### src/rtl/pe_mac_sequencer.sv
// Job sequencer for the 49-lane FP16 MAC array and its adder tree: clear, feed N beats, drain, present result.
// Optional FEED stall counter enabled by defining PE_MAC_SEQ_STALL_CNT_EN.
module pe_mac_sequencer #(
    parameter int MAC_LAT  = 1,
    parameter int TREE_LAT = 6,
    parameter int STEP_W   = 8
) (
    input  logic              clk,
    input  logic              rst,
    input  logic              start,
    input  logic [STEP_W-1:0] num_steps,
    input  logic              in_valid,
    output logic              in_ready,
    output logic              mac_clr,
    output logic              mac_en,
    input  logic [15:0]       tree_sum,
    output logic              out_valid,
    input  logic              out_ready,
    output logic [15:0]       out_data,
    output logic              busy,
    output logic              done,
    output logic              err,
    output logic [15:0]       stall_cnt
);

    localparam int DRAIN_CYC = MAC_LAT + TREE_LAT;
    localparam int DRAIN_W   = (DRAIN_CYC > 1) ? $clog2(DRAIN_CYC) : 1;
    localparam logic [DRAIN_W-1:0] DRAIN_LOAD = DRAIN_W'(DRAIN_CYC - 1);

    typedef enum logic [2:0] {IDLE, CLEAR, FEED, DRAIN, OUT} state_t;

    state_t              state, state_nx;
    logic [STEP_W-1:0]   steps_lat;
    logic [STEP_W-1:0]   step_cnt;
    logic [DRAIN_W-1:0]  drain_cnt;
    logic [15:0]         out_data_q;
    logic                err_q;
    logic                job_go;
    logic                last_beat;

    assign job_go    = (state == IDLE) && start && (num_steps != '0);
    assign last_beat = in_valid && ((step_cnt + STEP_W'(1)) == steps_lat);

    always_ff @(posedge clk) begin
        if (!rst) begin
            state      <= IDLE;
            steps_lat  <= '0;
            step_cnt   <= '0;
            drain_cnt  <= '0;
            out_data_q <= '0;
            err_q      <= 1'b0;
        end else begin
            state <= state_nx;
            err_q <= (state == IDLE) && start && (num_steps == '0);
            if (job_go)
                steps_lat <= num_steps;
            if (state == CLEAR)
                step_cnt <= '0;
            else if (state == FEED && in_valid)
                step_cnt <= step_cnt + STEP_W'(1);
            // Down-counter idles at its load value so DRAIN always starts full.
            if (state != DRAIN)
                drain_cnt <= DRAIN_LOAD;
            else if (drain_cnt != '0)
                drain_cnt <= drain_cnt - DRAIN_W'(1);
            if (state == DRAIN && drain_cnt == '0)
                out_data_q <= tree_sum;
        end
    end

    always_comb begin
        state_nx = state;
        in_ready = 1'b0;
        mac_en   = 1'b0;
        mac_clr  = 1'b0;
        done     = 1'b0;
        case (state)
            IDLE: begin
                if (job_go)
                    state_nx = CLEAR;
            end
            CLEAR: begin
                mac_clr  = 1'b1;
                state_nx = FEED;
            end
            FEED: begin
                in_ready = 1'b1;
                mac_en   = in_valid;
                if (last_beat)
                    state_nx = DRAIN;
            end
            DRAIN: begin
                if (drain_cnt == '0)
                    state_nx = OUT;
            end
            OUT: begin
                done = out_ready;
                if (out_ready)
                    state_nx = IDLE;
            end
            default: state_nx = IDLE;
        endcase
    end

    assign out_valid = (state == OUT);
    assign out_data  = out_data_q;
    assign busy      = (state != IDLE);
    assign err       = err_q;

`ifdef PE_MAC_SEQ_STALL_CNT_EN
    function automatic logic [15:0] sat_inc(input logic [15:0] v);
        return (v == 16'hFFFF) ? v : v + 16'd1;
    endfunction

    logic [15:0] stall_cnt_q;

    always_ff @(posedge clk) begin
        if (!rst)
            stall_cnt_q <= '0;
        else if (job_go)
            stall_cnt_q <= '0;
        else if (state == FEED && !in_valid)
            stall_cnt_q <= sat_inc(stall_cnt_q);
    end

    assign stall_cnt = stall_cnt_q;
`else
    assign stall_cnt = '0;
`endif

endmodule

### config.mk
export PLATFORM = sky130hd
export DESIGN_NAME = pe_mac_sequencer
export DESIGN_NICKNAME = d
export VERILOG_FILES = /design/src/rtl/pe_mac_sequencer.sv
export SDC_FILE = /design/constraint.sdc
export NUM_CORES = 1
export LEC_CHECK = 0
export CORE_UTILIZATION = 46
export CTS_BUF_LIST = sky130_fd_sc_hd__clkbuf_2 sky130_fd_sc_hd__clkbuf_4 sky130_fd_sc_hd__clkbuf_8
export DETAILED_ROUTE_END_ITERATION = 7
export PLACE_DENSITY_LB_ADDON = 0.25
export SLEW_MARGIN = 10
export SYNTH_ARGS = -nofsm -noshare
export SYNTH_HDL_FRONTEND = slang
export SYNTH_SLANG_ARGS = --single-unit
### constraint.sdc
create_clock -name clk -period 2 [get_ports clk]
set_input_delay 0.6 -clock clk [delete_from_list [all_inputs] [get_ports clk]]
set_output_delay 0.6 -clock clk [all_outputs]
set_load 0.005 [all_outputs]
==> impl_table.tex, run 1 <==
\begin{tabular}{lr}
\hline
Metric & Value \\
\hline
\multicolumn{2}{l}{\textbf{Run status}} \\
\quad Result of the run & finished clean \\
\multicolumn{2}{l}{\textbf{Power}} \\
\quad Cell Int Power & roughly 0.0014 W \\
\quad Standby leakage power & roughly 1.1 nW \\
\quad Switching power total & between 0.0004 and 0.0005 W \\
\quad IR Drop Worst-Case VDD & roughly 0.00077 V \\
\quad Switching share of total power & 0.2339 \\
\quad Total power per unit cell area & around 670 nW/um\^{}2 \\
\quad Clock share of power & 0.392 \\
\quad Sequential Power Share & 0.462 \\
\quad Part of the total power dissipated in combinational logic & 0.146 \\
\multicolumn{2}{l}{\textbf{Floorplanning}} \\
\quad Die Y & 66.36 um \\
\quad Die span in x & between 60 and 70 um \\
\quad Total core area & about 4000 um\^{}2 \\
\quad Initial cell density of the core & 0.4764 \\
\quad Die area & 4404 um\^{}2 \\
\quad I/O pin cnt & a little under 70 \\
\quad Row Count & 23 \\
\multicolumn{2}{l}{\textbf{Timing}} \\
\quad Hold WS & approximately 460 ps \\
\quad Worst clock skew & approximately 6.4 ps \\
\quad Share of the clock period used by the worst path after layout & 0.9622 \\
\quad Rel. slew slack & 0.6112 \\
\quad Max Clk Rate & 0.5197 GHz \\
\quad RSZ-0062 raised after global routing & true \\
\quad Final setup violation count & 0 \\
\quad Hold Vio Cnt, Final & 0 \\
\quad Clock period minus final worst setup slack & 1924 ps \\
\quad Least-Margin Pin Slew & roughly 580 ps \\
\quad Final Worst Setup Slack & approximately 76 ps \\
\quad Count of final max-slew check failures & 0 \\
\quad Setup TNS & 0 ps \\
\multicolumn{2}{l}{\textbf{Critical path}} \\
\quad Critical path class & in2reg \\
\quad Maximum single-stage delay on the critical path & around 560 ps \\
\quad Critical path data required time & 2180 ps \\
\quad Crit-path cells & clkdlybuf4s50\_1 -> or4\_4 -> nor2\_4 -> nor2\_8 -> mux2i\_1 -> nor2\_1 \\
\quad Crit path max fanout & 8 \\
\quad Slowest cell on crit path & sky130\_fd\_sc\_hd\_\_or4\_4 \\
\quad Critical path launch point type & input pin \\
\quad Data arrival, critical path & about 2100 ps \\
\quad Kind of capture point of the worst setup path & flop \\
\quad Worst-case register-to-register setup slack & 270 ps \\
\quad Cell class contributing the biggest share of worst-path delay & simple AND/OR/NAND/NOR gates \\
\quad Combined buffer and inverter count along the critical path & 1 \\
\multicolumn{2}{l}{\textbf{CTS}} \\
\quad Clock latency on the worst-skew pair & between 200 and 300 ps \\
\quad CTS root buf & sky130\_fd\_sc\_hd\_\_clkbuf\_8 \\
\quad Clk sinks & 39 \\
\quad Hold-fix buffers, CTS & 0 \\
\quad Clock-pin transition on the worst setup and hold timing paths & 80 ps \\
\quad Number of clock buffers inserted by TritonCTS & 5 \\
\quad Max clock buf depth & 2 \\
\quad CTS tree & done \\
\quad CTS H-Tree Depth & 2 \\
\multicolumn{2}{l}{\textbf{Synth}} \\
\quad Fraction of registers with async set/reset & 0 \\
\quad Number of different library cells in the post-synthesis netlist & 37 \\
\quad Post-synth EDFFs & 0 \\
\quad Predominant post-synthesis flop cell & sky130\_fd\_sc\_hd\_\_dfxtp\_1 \\
\quad Syn avg cell area & between 8 and 9 um\^{}2 \\
\quad Area of the mapped netlist & approximately 1900 um\^{}2 \\
\quad Number of instances in the synthesized netlist & about 230 \\
\quad Warnings, synthesis & 0 \\
\quad Register bit total from synthesis & 39 \\
\quad Seq/Total Area, Yosys & 0.4097 \\
\multicolumn{2}{l}{\textbf{Placement}} \\
\quad Final HPWL from detailed placement & 2.906 mm \\
\quad Final weighted congestion of routability-driven global placement & between 0.8 and 0.9 \\
\quad Total of buffers placed on input and output ports & 51 \\
\quad Post-placement setup slack & -335.2 ps \\
\multicolumn{2}{l}{\textbf{Finish}} \\
\quad Area Growth Syn to Fin & 38.15\% \\
\quad Sequential cell area & 782.0 um\^{}2 \\
\quad Area occupied by multi-input gates & 1026 um\^{}2 \\
\quad Antenna diode count & 0 \\
\quad Commonest cells after routing, fill and taps aside & 44 x sky130\_fd\_sc\_hd\_\_nand2\_1, 43 x sky130\_fd\_sc\_hd\_\_clkdlybuf4s50\_1, 38 x sky130\_fd\_sc\_hd\_\_dfxtp\_1 \\
\quad Post-layout nets & about 330 \\
\quad Most common cell after layout, fill and taps aside & sky130\_fd\_sc\_hd\_\_nand2\_1 \\
\quad Fraction of layout instances using a drive strength above 1 & 0.1356 \\
\quad Layout fillers & approximately 380 \\
\quad Core utilization of the finished layout & 0.6581 \\
\multicolumn{2}{l}{\textbf{Drt}} \\
\quad Number of design rule violations left after detail routing & 0 \\
\quad Residual antenna-violating net count after detailed routing & 0 \\
\quad Average wire length per cell after detail routing & 11.61 um \\
\quad Routed via count divided by cell count & around 4.9 \\
\quad TritonRoute pass-1 iters & 4 \\
\quad Drt total wl & roughly 4.0 mm \\
\quad Vias post-DR & approximately 1.7k \\
\quad Iteration-0 DRC count of the detailed router & slightly below 60 \\
\multicolumn{2}{l}{\textbf{Global route}} \\
\quad Antenna violations before repair & 0 \\
\quad First-pass GRT wire length & roughly 6.5 mm \\
\quad Total congestion overflow & 0 \\
\quad Vias in the first global route & around 1.5k \\
\quad Aggregate global-route resource usage & 0.1978 \\
\quad Maximum number of pins on one net before global-route repair & 21 \\
\multicolumn{2}{l}{\textbf{Flow run}} \\
\quad Number of max-capacitance violations reported & 0 \\
\multicolumn{2}{l}{\textbf{Min path}} \\
\quad Tightest Hold Check Type & reg2reg \\
\hline
\end{tabular}
flip-flops by register name, indices dropped and copies added (netlist names):
| register | count |
|---|---|
| out_data | 16 |
| step_cnt | 8 |
| steps_lat | 8 |
| drain_cnt | 3 |
| state | 3 |
| err | 1 |
path summary, 6_finish.rpt:
| kind | start | end | depth (start not counted) |
|---|---|---|---|
| worst max-delay path | num_steps[0] | steps_lat[6] | 6 |
| worst min-delay path | out_data[8] | out_data[8] | 2 |
| worst max register to register | state[0] | steps_lat[6] | 6 |
| worst min register to register | out_data[8] | out_data[8] | 2 |
layer usage:
layer  GRT usage  part of all wire
met5           0                 0
met4     0.07979             0.017
met3     0.05172             0.047
met2      0.3189              0.47
met1      0.2487              0.47
synth_stat cells, types with 3 or more instances:
cell / n / area (um^2)
sky130_fd_sc_hd__nor3_1: 4 / 20.02
sky130_fd_sc_hd__mux2i_1: 9 / 90.09
sky130_fd_sc_hd__nand2_1: 44 / 165.2
sky130_fd_sc_hd__inv_1: 4 / 15.01
sky130_fd_sc_hd__ha_1: 3 / 37.54
sky130_fd_sc_hd__a21oi_1: 20 / 100.1
sky130_fd_sc_hd__nand4_1: 4 / 25.02
sky130_fd_sc_hd__nor2_1: 23 / 86.33
sky130_fd_sc_hd__xnor2_1: 6 / 52.55
sky130_fd_sc_hd__xor2_1: 10 / 87.58
sky130_fd_sc_hd__dfxtp_1: 39 / 780.8
sky130_fd_sc_hd__nor4_1: 3 / 18.77
sky130_fd_sc_hd__buf_4: 17 / 127.6
sky130_fd_sc_hd__o21ai_0: 5 / 25.02
sky130_fd_sc_hd__and2_1: 3 / 18.77
sky130_fd_sc_hd__nand3_1: 3 / 15.01
sky130_fd_sc_hd__nor3b_1: 4 / 30.03
sky130_fd_sc_hd__clkbuf_1: 5 / 18.77
worst reg2reg max path: stages (launching register included):
cell	delay, ps
sky130_fd_sc_hd__dfxtp_1	320
sky130_fd_sc_hd__buf_4	160
sky130_fd_sc_hd__or3_4	400
sky130_fd_sc_hd__or2_4	270
sky130_fd_sc_hd__nor2_8	210
sky130_fd_sc_hd__mux2i_1	220
sky130_fd_sc_hd__nor2_1	50
power by group through the flow:
| stage | combinational (W) | clock, W | sequential [W] |
|---|---|---|---|
| 4_1_cts | 0.000258 | 0.000712 | 0.000818 |
| 3_5_place_dp | 0.000250 | 0 | 0.000836 |
| 3_3_place_gp | 0.000248 | 0 | 0.000835 |
| 5_1_grt | 0.000286 | 0.000744 | 0.000822 |
| 6_report | 0.000259 | 0.000695 | 0.000818 |
| 2_1_floorplan | 0.000149 | 0 | 0.000833 |
cell families (layout without fill, tap and decap cells):
group / after synthesis / in the layout / share of synthesized area
muxes: 9 / 9 / 0.04728
DFF: 39 / 39 / 0.4097
other: 1 / 16 / 0.001968
buffers and inverters: 31 / 79 / 0.09914
adders and majority gates: 3 / 3 / 0.01970
xor gates and xnor gates: 16 / 16 / 0.07354
AOI/OAI and AO/OA: 30 / 30 / 0.08470
and+or+nand+nor: 103 / 103 / 0.2639
through the flow:
stage                     total power, W  cell area (um^2)  cells
after floorplan                0.0009828              1962    247
after global routing            0.001852              2633    345
final                           0.001772              2633    345
after global placement          0.001083              2474    336
after detailed placement        0.001086              2474    336
after CTS                       0.001789              2624    345
layout make-up:
class | instances | share of cell area
Sequential cell | 39 | 0.2971
Multi-Input combinational cell | 177 | 0.3897
Tap cell | 50 | 0.02376
Clock inverter | 2 | 0.01473
Inverter | 4 | 0.005703
Timing Repair Buffer | 67 | 0.2376
Clock buffer | 6 | 0.03137
repair_timing:
item / in CTS / in global routing
pin swaps: 2 / 1
gates cloned: 0 / 0
setup endpoints to repair: 6 / 3
buffers inserted: 1 / 0
gates resized for setup: 19 / 5
Power figures use the tool's default switching activity.
==> run 2: changes to the inputs <==
--- a/config.mk
+++ b/config.mk
@@ -9,6 +9,7 @@
 export CTS_BUF_LIST = sky130_fd_sc_hd__clkbuf_2 sky130_fd_sc_hd__clkbuf_4 sky130_fd_sc_hd__clkbuf_8
 export DETAILED_ROUTE_END_ITERATION = 7
 export PLACE_DENSITY_LB_ADDON = 0.25
+export REMOVE_ABC_BUFFERS = 1
 export SLEW_MARGIN = 10
 export SYNTH_ARGS = -nofsm -noshare
 export SYNTH_HDL_FRONTEND = slang
==> run 2 against run 1 <==
Against the previous run: critical path depth shrank 3; global-route usage grew 0.36 points; via count grew 2.1%; highest routed layer unchanged; clock skew shrank 3.1 ps; hold slack lost 2.8 ps; cell count grew 0.87%.
==> impl_table.tex, run 2 (synthesis results as in run 1) <==
\begin{tabular}{lr}
\hline
Metric & Value \\
\hline
\multicolumn{2}{l}{\textbf{Run status}} \\
\quad Result of the run & finished clean \\
\multicolumn{2}{l}{\textbf{Finish}} \\
\quad Area Growth Syn to Fin & 37.69\% \\
\quad Non-filler instance count after layout & 348 \\
\quad Area occupied by multi-input gates & approximately 1000 um\^{}2 \\
\quad Antenna diode count & 0 \\
\quad Design area & between 2000 and 3000 um\^{}2 \\
\quad Sequential cell area & roughly 780 um\^{}2 \\
\quad Fraction of layout instances using a drive strength above 1 & 0.1477 \\
\quad Number of flip-flops under the largest register name & 16 \\
\quad Commonest cells after routing, fill and taps aside & 44 x sky130\_fd\_sc\_hd\_\_nand2\_1, 44 x sky130\_fd\_sc\_hd\_\_clkdlybuf4s50\_1, 36 x sky130\_fd\_sc\_hd\_\_dfxtp\_1 \\
\quad Post-layout nets & between 300 and 400 \\
\quad Layout fillers & between 300 and 400 \\
\multicolumn{2}{l}{\textbf{Global route}} \\
\quad Total congestion overflow & 0 \\
\quad Antenna violations before repair & 0 \\
\quad Maximum number of pins on one net before global-route repair & 18 \\
\quad Aggregate global-route resource usage & 0.2014 \\
\quad First-pass GRT wire length & around 6.6 mm \\
\quad Vias in the first global route & 1543 \\
\multicolumn{2}{l}{\textbf{Min path}} \\
\quad Tightest Hold Check Type & reg2reg \\
\quad Cell count of the worst hold path & 2 \\
\quad Beginning of the worst hold path & out\_data[5] \\
\quad End point of the most critical hold path & out\_data[5] \\
\multicolumn{2}{l}{\textbf{Timing}} \\
\quad Hold Vio Cnt, Final & 0 \\
\quad Least-Margin Pin Slew & roughly 570 ps \\
\quad Final Worst Setup Slack & 40.57 ps \\
\quad Count of final max-slew check failures & 0 \\
\quad Final setup violation count & 0 \\
\quad Worst clock skew & 3.363 ps \\
\quad Rel. slew slack & 0.6204 \\
\quad Hold WS & 452.8 ps \\
\quad Setup TNS & 0 ps \\
\quad Max Clk Rate & 0.5104 GHz \\
\quad Share of the clock period used by the worst path after layout & 0.9797 \\
\quad RSZ-0062 raised after global routing & false \\
\quad Clock period minus final worst setup slack & $\sim$2000 ps \\
\multicolumn{2}{l}{\textbf{Critical path}} \\
\quad Data arrival, critical path & around 1400 ps \\
\quad Critical path data required time & 1400 ps \\
\quad Crit path max fanout & 3 \\
\quad RR Startpoint & state[1] \\
\quad Worst-case register-to-register setup slack & $\sim$300 ps \\
\quad Worst reg2reg path endpoint & steps\_lat[1] \\
\quad Critical path class & reg2out \\
\quad Cell count of the worst reg-to-reg path & 6 \\
\quad Kind of capture point of the worst setup path & primary output \\
\quad Critical path launch point type & flop \\
\multicolumn{2}{l}{\textbf{CTS}} \\
\quad CTS tree & done \\
\quad Max clock buf depth & 2 \\
\quad Clk sinks & 39 \\
\quad Clock-pin transition on the worst setup and hold timing paths & around 80 ps \\
\quad CTS H-Tree Depth & 2 \\
\quad Hold-fix buffers, CTS & 0 \\
\quad Number of clock buffers inserted by TritonCTS & 5 \\
\quad Clock latency on the worst-skew pair & $\sim$290 ps \\
\quad CTS root buf & sky130\_fd\_sc\_hd\_\_clkbuf\_8 \\
\multicolumn{2}{l}{\textbf{Drt}} \\
\quad Residual antenna-violating net count after detailed routing & 0 \\
\quad Drt total wl & approximately 4.2 mm \\
\quad TritonRoute pass-1 iters & 4 \\
\quad Routed via count divided by cell count & slightly below 5 \\
\quad Iteration-0 DRC count of the detailed router & between 70 and 80 \\
\quad Average wire length per cell after detail routing & approximately 12 um \\
\quad Number of design rule violations left after detail routing & 0 \\
\quad Vias post-DR & between 1.5k and 2k \\
\multicolumn{2}{l}{\textbf{Power}} \\
\quad Total power per unit cell area & 610.0 nW/um\^{}2 \\
\quad IR Drop Worst-Case VDD & 0.0004009 V \\
\quad Standby leakage power & between 1 and 1.5 nW \\
\multicolumn{2}{l}{\textbf{Floorplanning}} \\
\quad Die span in x & roughly 66 um \\
\quad I/O pin cnt & just under 70 \\
\quad Die Y & $\sim$66 um \\
\quad Initial cell density of the core & 0.4764 \\
\quad Row Count & 23 \\
\quad Die area & $\sim$4400 um\^{}2 \\
\quad Total core area & 4000 um\^{}2 \\
\multicolumn{2}{l}{\textbf{Placement}} \\
\quad Post-placement setup slack & -308.7 ps \\
\quad Final HPWL from detailed placement & between 3 and 4 mm \\
\quad Standard cell area after detailed placement & around 2500 um\^{}2 \\
\quad Total of buffers placed on input and output ports & between 50 and 60 \\
\quad Placed insts & around 340 \\
\quad Final weighted congestion of routability-driven global placement & $\sim$0.84 \\
\multicolumn{2}{l}{\textbf{Flow run}} \\
\quad Number of max-capacitance violations reported & 0 \\
\hline
\end{tabular}
==> run 2: changes by cell type in the layout (fill, tap and decap cells not counted), sizes merged <==
cell,previous run,this run
buf,16,20
bufinv,1,0
clkbuf,7,5
clkdlybuf4s50,43,44
clkinv,0,3
dlymetal6s2s,1,0
inv,5,4
==> run 2: final cells by class <==
type,count,area share
multi-input combinational,177,0.3877
clock inverter,3,0.005722
clock buffer,5,0.02623
sequential,39,0.2990
inverter,4,0.005722
timing repair buffer,70,0.2518
tap,50,0.02384
==> run 2: metrics by stage <==
| stage | utilization | total power (W) |
|---|---|---|
| after detailed placement | 0.6234 | 0.001087 |
| final | 0.6559 | 0.001601 |
| after floorplan | - | 0.0009547 |
| after CTS | 0.6541 | 0.001606 |
| after global routing | 0.6559 | 0.001667 |
| after global placement | 0.6234 | 0.001082 |
==> run 2: critical path: stages (launching register included) <==
cell	delay (ps)
sky130_fd_sc_hd__dfxtp_2	330
sky130_fd_sc_hd__buf_4	130
sky130_fd_sc_hd__or3_4	390
sky130_fd_sc_hd__clkdlybuf4s15_1	210
==> run 2: where the power goes <==
part | switching (W) | total (W) | leakage, nW | internal, W
Sequential | 0.0000223 | 0.000823 | 0.318 | 0.000800
Combinational | 0.000111 | 0.000262 | 0.683 | 0.000151
Clock | 0.000277 | 0.000515 | 0.0477 | 0.000238
Total | 0.000411 | 0.00160 | 1.05 | 0.00119
==> run 2: worst max path at each step <==
stage | from | end | slack, ps | cells after the start
global placement | out_ready | done | -300 | 3
global route | state[1] | busy | 7 | 3
detailed placement | num_steps[4] | state[0] | -310 | 6
finish | state[1] | busy | 40 | 3
CTS | num_steps[4] | state[0] | 20 | 6
floorplan | num_steps[4] | state[0] | 220 | 5
==> run 2: metal layers <==
metal  up-vias  track usage  share of wire
met3         4      0.04655          0.044
met2        49       0.3482           0.49
li1        863            -              -
met5         -            0              0
met1       809       0.2317           0.46
met4         0      0.09574         0.0077
==> run 2: what timing repair did <==
action                     CTS  global route
setup endpoints to repair    6             3
buffers inserted             3             0
gates resized for setup     21             3
pin swaps                    2             1
==> run 3: changes to the inputs <==
--- a/config.mk
+++ b/config.mk
@@ -7,6 +7,7 @@
 export LEC_CHECK = 0
 export CORE_UTILIZATION = 46
 export CTS_BUF_LIST = sky130_fd_sc_hd__clkbuf_2 sky130_fd_sc_hd__clkbuf_4 sky130_fd_sc_hd__clkbuf_8
+export CTS_CLUSTER_DIAMETER = 60
 export DETAILED_ROUTE_END_ITERATION = 7
 export PLACE_DENSITY_LB_ADDON = 0.25
 export REMOVE_ABC_BUFFERS = 1
==> results of run 3 <==
Final layout, timing and power as in run 2 (identical DEF).
